$ cat src/rtl/pll_phase_tracker.sv
// pll_phase_tracker: phase counter locked to a slow reference, with lock FSM and phase strobes
module pll_phase_tracker #(
  parameter int RATIO = 8,
  parameter int EDGE_LOAD = 1,
  parameter int LOCK_CNT = 4,
  parameter int NUM_TAPS = 2,
  localparam int CW = $clog2(RATIO)
) (
  input  logic                   clk,
  input  logic                   rst_n,
  input  logic                   slw_in,
  input  logic [NUM_TAPS*CW-1:0] tap_phase,
  output logic [CW-1:0]          ctr,
  output logic [1:0]             state,
  output logic                   locked,
  output logic                   slip,
  output logic [NUM_TAPS-1:0]    tap_stb
);
  localparam int TW = $clog2(2*RATIO+1);
  localparam int GW = $clog2(LOCK_CNT+1);
  typedef enum logic [1:0] {UNLOCKED = 2'd0, ACQUIRE = 2'd1, LOCKED = 2'd2} state_t;
  state_t st_q, st_d;
  logic slw_prev, rise, aligned, timeout, slip_d;
  logic [CW-1:0] ctr_nf;
  logic [TW-1:0] tmo;
  logic [GW-1:0] gcnt, gcnt_d;
  logic [NUM_TAPS-1:0] hit;
  assign rise = slw_in && !slw_prev;
  assign ctr_nf = (ctr == CW'(RATIO-1)) ? '0 : ctr + CW'(1);
  assign aligned = ctr_nf == CW'(EDGE_LOAD);
  assign timeout = (tmo == TW'(2*RATIO-1)) && !rise;
  assign state = st_q;
  assign locked = st_q == LOCKED;
  for (genvar g = 0; g < NUM_TAPS; g++) begin : g_tap
    assign hit[g] = ctr == tap_phase[g*CW +: CW];
  end
  // edge detect, phase counter (reloaded on rise) and saturating rise timeout
  always_ff @(posedge clk or negedge rst_n)
    if (!rst_n) begin
      slw_prev <= 1'b0;
      ctr <= '0;
      tmo <= '0;
    end else begin
      slw_prev <= slw_in;
      ctr <= rise ? CW'(EDGE_LOAD) : ctr_nf;
      tmo <= rise ? '0 : (tmo == TW'(2*RATIO)) ? tmo : tmo + TW'(1);
    end
  // lock state register, good-rise count and registered outputs
  always_ff @(posedge clk or negedge rst_n)
    if (!rst_n) begin
      st_q <= UNLOCKED;
      gcnt <= '0;
      slip <= 1'b0;
      tap_stb <= '0;
    end else begin
      st_q <= st_d;
      gcnt <= gcnt_d;
      slip <= slip_d;
      tap_stb <= locked ? hit : '0;
    end
  // lock FSM: acquire on consecutive aligned rises, drop on misalignment or timeout
  always_comb begin
    st_d = st_q;
    gcnt_d = gcnt;
    slip_d = 1'b0;
    case (st_q)
      UNLOCKED: if (rise) begin
        st_d = ACQUIRE;
        gcnt_d = '0;
      end
      ACQUIRE: if (rise && aligned) begin
        if (gcnt == GW'(LOCK_CNT-1)) st_d = LOCKED;
        else gcnt_d = gcnt + GW'(1);
      end else if (rise) gcnt_d = '0;
      else if (timeout) st_d = UNLOCKED;
      LOCKED: if (rise && !aligned) begin
        st_d = ACQUIRE;
        gcnt_d = '0;
        slip_d = 1'b1;
      end else if (timeout) begin
        st_d = UNLOCKED;
        slip_d = 1'b1;
      end
      default: st_d = UNLOCKED;
    endcase
  end
endmodule

$ cat config.mk
export PLATFORM = sky130hd
export DESIGN_NAME = pll_phase_tracker
export DESIGN_NICKNAME = d
export VERILOG_FILES = /design/src/rtl/pll_phase_tracker.sv
export SDC_FILE = /design/constraint.sdc
export NUM_CORES = 1
export LEC_CHECK = 0
export ABC_CLOCK_PERIOD_IN_PS = 2020
export CORE_MARGIN = 2
export CORE_UTILIZATION = 51
export CTS_CLUSTER_SIZE = 40
export DETAILED_ROUTE_END_ITERATION = 16
export PLACE_DENSITY_LB_ADDON = 0.1
export SYNTH_ARGS = -nofsm -noshare
export SYNTH_HDL_FRONTEND = slang
export SYNTH_SLANG_ARGS = --single-unit
$ cat constraint.sdc
create_clock -name clk -period 2.02 [get_ports clk]
set_input_delay 0.303 -clock clk [delete_from_list [all_inputs] [get_ports clk]]
set_output_delay 0.303 -clock clk [all_outputs]
set_load 0.005 [all_outputs]
# Yosys cells after proc, flatten, opt, wreduce, memory -nomap -nowiden
# Cells that the tools add are included.
dict set report op_classes {
  add_sub_neg 3
  n_eq_ne 15
  mux 20
  n_reduce_logical 11
}
# op count
set op_table {}
lappend op_table {{two-way mux 3 bit} 6}
lappend op_table {{two-way mux 2 bit} 7}
lappend op_table {{two-way mux 5 bit} 2}
lappend op_table {{!= test 3 bit, second input constant} 3}
lappend op_table {{one-hot mux 3 bit (3 select lines)} 1}
lappend op_table {{adder 3 x 1 -> 3 bit, second input constant} 2}
lappend op_table {{== test 3 bit} 2}
lappend op_table {{one-hot mux 2 bit (3 select lines)} 1}
lappend op_table {{AND reduction 3 bit} 2}
lappend op_table {{adder 5 x 1 -> 5 bit, second input constant} 1}
lappend op_table {{== test 5 x 4 -> 1 bit, second input constant} 1}
lappend op_table {{== test 5 bit, second input constant} 1}
lappend op_table {{logical AND 1 bit} 4}
lappend op_table {{!= test 2 bit, second input constant} 2}
lappend op_table {{== test 3 x 1 -> 1 bit, second input constant} 1}
lappend op_table {{== test 3 x 2 -> 1 bit, second input constant} 1}
lappend op_table {{== test 3 bit, second input constant} 1}
lappend op_table {{logical NOT 1 bit} 3}
lappend op_table {{two-way mux 1 bit} 3}
lappend op_table {{nonzero test 3 bit} 1}
lappend op_table {{== test 2 x 1 -> 1 bit, second input constant} 1}
lappend op_table {{== test 2 bit, second input constant} 1}
lappend op_table {{logical NOT 2 bit} 1}
lappend op_table {{!= test 2 x 1 -> 1 bit, second input constant} 1}
dict set report word_totals {
  reg_bits 17
  input_bits 9
  out_inout_bits 9
  word_cells 56
}

# Logic depth before layout (Yosys ltp)
dict set report depth {
  word_depth 8
  ltp_mapped 6
  depth_no_buf 6
}

# Worst setup path before layout
# OpenSTA, ideal clock, no wires.
dict set report synth_path {
  path_kind {reg-to-reg}
  from {register ctr[0]}
  to {register st_q[0], in the netlist state[0]}
  setup_ps 126
  t_arrival_ps 1639
  required_ps 1894
  setup_slack_ps 255
  stages_incl_launch_ff 6
  path_buffers 0
  synth_period_minus_slack_ps 1765
  cell_sequence {dfrtp_1 > ha_1 > ha_1 > nand3b_1 > a22o_1 > a221o_1}
}
dict set report synth_via {
  elab_chain_cells 7
  word_cells_on_any_way 13
  classes_between {1 x add/sub; 4 x eq/ne; 4 x mux; 4 x reduce/logical}
}
# element line_no
set synth_lines {}
lappend synth_lines {{start, declared} 13} ;# output logic [CW-1:0] ctr,
lappend synth_lines {{start signal, assigned} 45} ;# ctr <= rise ? CW'(EDGE_LOAD) : ctr_nf;
lappend synth_lines {{adder 3 x 1 -> 3 bit or == test 3 bit (tied branches)} 29} ;# assign ctr_nf = (ctr == CW'(RATIO-1)) ? '0 : ctr + CW'(1);
lappend synth_lines {{two-way mux 3 bit *} 29}
lappend synth_lines {{== test 3 x 1 -> 1 bit *} 30} ;# assign aligned = ctr_nf == CW'(EDGE_LOAD);
lappend synth_lines {{logical NOT 1 bit} 76} ;# LOCKED: if (rise && !aligned) begin
lappend synth_lines {{logical AND 1 bit} 76}
lappend synth_lines {{two-way mux 2 bit} 76}
lappend synth_lines {{one-hot mux 2 bit (3 select lines)} 66} ;# case (st_q)
lappend synth_lines {{end signal, assigned} 56} ;# st_q <= st_d;
lappend synth_lines {{end, declared} 22} ;# state_t st_q, st_d;
# Every way passes the cells marked *; elsewhere a longest branch is shown, timed or not.
# A chain may end at the register's enable or synchronous reset.

# Final worst setup path
dict set report layout_path {
  from {register ctr[1]}
  to {register st_q[0], in the netlist state[0]}
}
# The elaborated chain is that of the path after synthesis.

==> flow_summary_export.csv <==
group,metric,value,unit
power_and_ir_drop,power_frac_comb,44.8,%
grt,first_global_vias,747,
yosys,synthMuxAreaShare,1.99,%
timing,slew_headroom,75.9,%
clock_network,cts.clk_slew.worst_paths,0.10,ns
grt,grt_max_degree,18,
power_and_ir_drop,p_leak,0.596,nW
clock_network,cts_tree,"done",
timing,min_period,1.87,ns
timing,skew,0.00824,ns
critical_path,start_kind,"register",
power_and_ir_drop,switching_power,0.442,mW
yosys,syn-num-nets,115,
cells_and_area,mostFrequentLayoutCells,"dfrtp_1, clkdlybuf4s50_1, inv_1, ha_1",
hold_path,hp-class,"primary input to asynchronous set/reset pin",
run,drv_cap,0,
clock_network,cts_root_buffer,"clkbuf_4",
floorplanning,coreArea,0.00190,mm2
timing,drv_slew,0,
critical_path,worstSetupPathType,"register to register",
power_and_ir_drop,p_int,0.804,mW
yosys,synthXorXnorAreaFrac,7.83,%
yosys,ys_types,33,
power_and_ir_drop,clockPowerShare,14.2,%
timing,tightest_slew,0.360,ns
timing,rsz0062_at_grt,"false",
power_and_ir_drop,sw_frac_of_total,35.5,%
clock_network,cts_buffers,3,
power_and_ir_drop,pwr-share-seq,41.0,%
detailed_routing,drt_iter0_markers,9,
critical_path,arrival,2.05,ns
clock_network,cts_setup_buffers,0,
clock_network,clockBufferDepth,2,
timing,setup-tns-final,0,ns
yosys,synth-compound-area-share,12.0,%
critical_path,cp-end-kind,"register",
grt,overflow,0,
yosys,synth_async_sr_flop_share,100,%
yosys,synth_top_family_by_area,"simple AND/OR/NAND/NOR gates",
run_status,run_status,"finished, final reports clean",
clock_network,cts_resized,0,
cells_and_area,n_antenna_cell,0,
floorplanning,dieWidth,48.4,um
yosys,syn_area,0.00101,mm2
yosys,synth_adder_area_share,14.9,%
detailed_routing,vias,734,
power_and_ir_drop,powerDensity,983,mW/mm2
yosys,synth.avg_cell_area,10.7,um2
yosys,syn_inst,94,
yosys,synth_flop_cell,"dfrtp_1",
yosys,synth_edf_count,0,
detailed_routing,dr.pass1.iters,4,
placement,gp_congestion,0.805,
timing,setup_viol,0,
yosys,yosys.area_share.simple,15.8,%
power_and_ir_drop,fin_total_pwr,1.25,mW
timing,max_freq,535,MHz
grt,grt_use_met3,4.32,%
timing,finalCritPeriodShare,92.6,%
detailed_routing,routed_via_density,5.03,
critical_path,crit_fanout,5,
floorplanning,start_util,53.0,%
timing,hold_viol,0,
placement,port_buffers,17,
cells_and_area,fin_nets,141,
grt,grt_use_met1,26.3,%
grt,grt.total_usage,20.0,%
cells_and_area,area_growth,25.8,%
detailed_routing,drc,0,
grt,grt_pass1_wl,3530,um
detailed_routing,wirelength,1930,um
yosys,synth-seq-cells,17,
clock_network,cts_sinks,17,
grt,antenna_found_initial,0,
floorplanning,core.rowCount,16,
detailed_routing,ant_nets,0,
clock_network,clock_latency,0.29,ns
detailed_routing,wire_per_inst,13.2,um
power_and_ir_drop,peakVddDrop,0.000514,V
floorplanning,fp.dieH,48.4,um
floorplanning,boundaryPins,18,
grt,busiest_layer,"met2",
clock_network,htreeDepth,1,
critical_path,critical_path_required,2.20,ns
clock_network,ctsHoldBuffers,0,
timing,hold_slack,0.332,ns
grt,met2_usage,32.2,%
cells_and_area,layout-drive-gt1-share,10.9,%
yosys,yosysWarnings,0,
floorplanning,die_area,0.00235,mm2
yosys,seq_area_frac_synth,42.2,%
placement,hpwlAfterDp,1520,um
==> cell usage after synthesis, types with 2 or more instances <==
cell type  count  share of area (%)
mux2i_1        2                2.0
xnor2_1        4                3.5
o21ai_0        2               0.99
a21oi_1        4                2.0
o22ai_1        2                1.2
and2_2         2                1.5
nor3_1         4                2.0
dfrtp_1       17                 42
inv_1         12                4.5
ha_1          12                 15
xor2_1         5                4.3
nand2b_1       2                1.2
nor2_1         4                1.5
nand2_1        3                1.1
==> flip-flops by register name (all words and copies together), names as in the netlist <==
name / flops
gcnt: 3
ctr: 3
state: 2
tap_stb: 2
slip: 1
slw_prev: 1
tmo: 5
==> logic make-up (layout without fill, tap and decap cells) <==
logic type | after synthesis | in the layout
simple gates | 24 | 24
compound gates | 17 | 17
flops | 17 | 17
buf+inv | 13 | 38
fa+ha+maj | 12 | 12
xor+xnor | 9 | 9
mux | 2 | 2
==> through the flow <==
stage          instance area (um2)  cells  util [%]  worst slack, ns
2_1_floorplan                 1010     94         -            0.255
3_3_place_gp                  1240    142      65.3            0.234
3_5_place_dp                  1240    142      65.3            0.182
4_1_cts                       1270    146      66.6            0.138
5_1_grt                       1270    146      66.6           0.0521
6_report                      1270    146      66.6            0.150
==> worst max-delay path: stages (launching register included) <==
cell	delay [ns]
dfrtp_1	0.45
ha_1	0.21
ha_1	0.31
nand3b_1	0.22
a22o_1	0.23
a221o_1	0.34
==> cell type report <==
class                   instances  area [um2]
fillers                       157         634
multi-input cells              64         529
flip-flops and latches         17         425
repair buffers                 22         208
inverters                      12        45.0
well taps                      27        33.8
clock buffers                   4        26.3
==> metal layers <==
layer	share of wire (%)	vias to the layer above
li1	-	378
met1	47	342
met2	48	10
met3	2.7	4
met4	2.0	0
met5	0	-
==> worst paths after layout <==
kind	slack, ns	endpoint	startpoint	cells after the start
worst max-delay path	0.15	state[0]	ctr[1]	5
worst min-delay path	0.33	tmo[4]	rst_n	2
worst max register to register	0.15	state[0]	ctr[1]	5
worst min register to register	0.48	gcnt[0]	gcnt[0]	1
max in group asynchronous	1.49	gcnt[2]	rst_n	2
min in group clk	0.48	gcnt[0]	gcnt[0]	1
==> power groups by stage <==
| stage | logic (mW) | registers [mW] | clock network [mW] |
|---|---|---|---|
| after global routing | 0.629 | 0.526 | 0.208 |
| after global placement | 0.539 | 0.512 | 0 |
| after detailed placement | 0.556 | 0.519 | 0 |
| after floorplan | 0.356 | 0.510 | 0 |
| after CTS | 0.560 | 0.513 | 0.187 |
| final | 0.558 | 0.511 | 0.177 |
No activity file was read; power rests on OpenSTA's default activity.
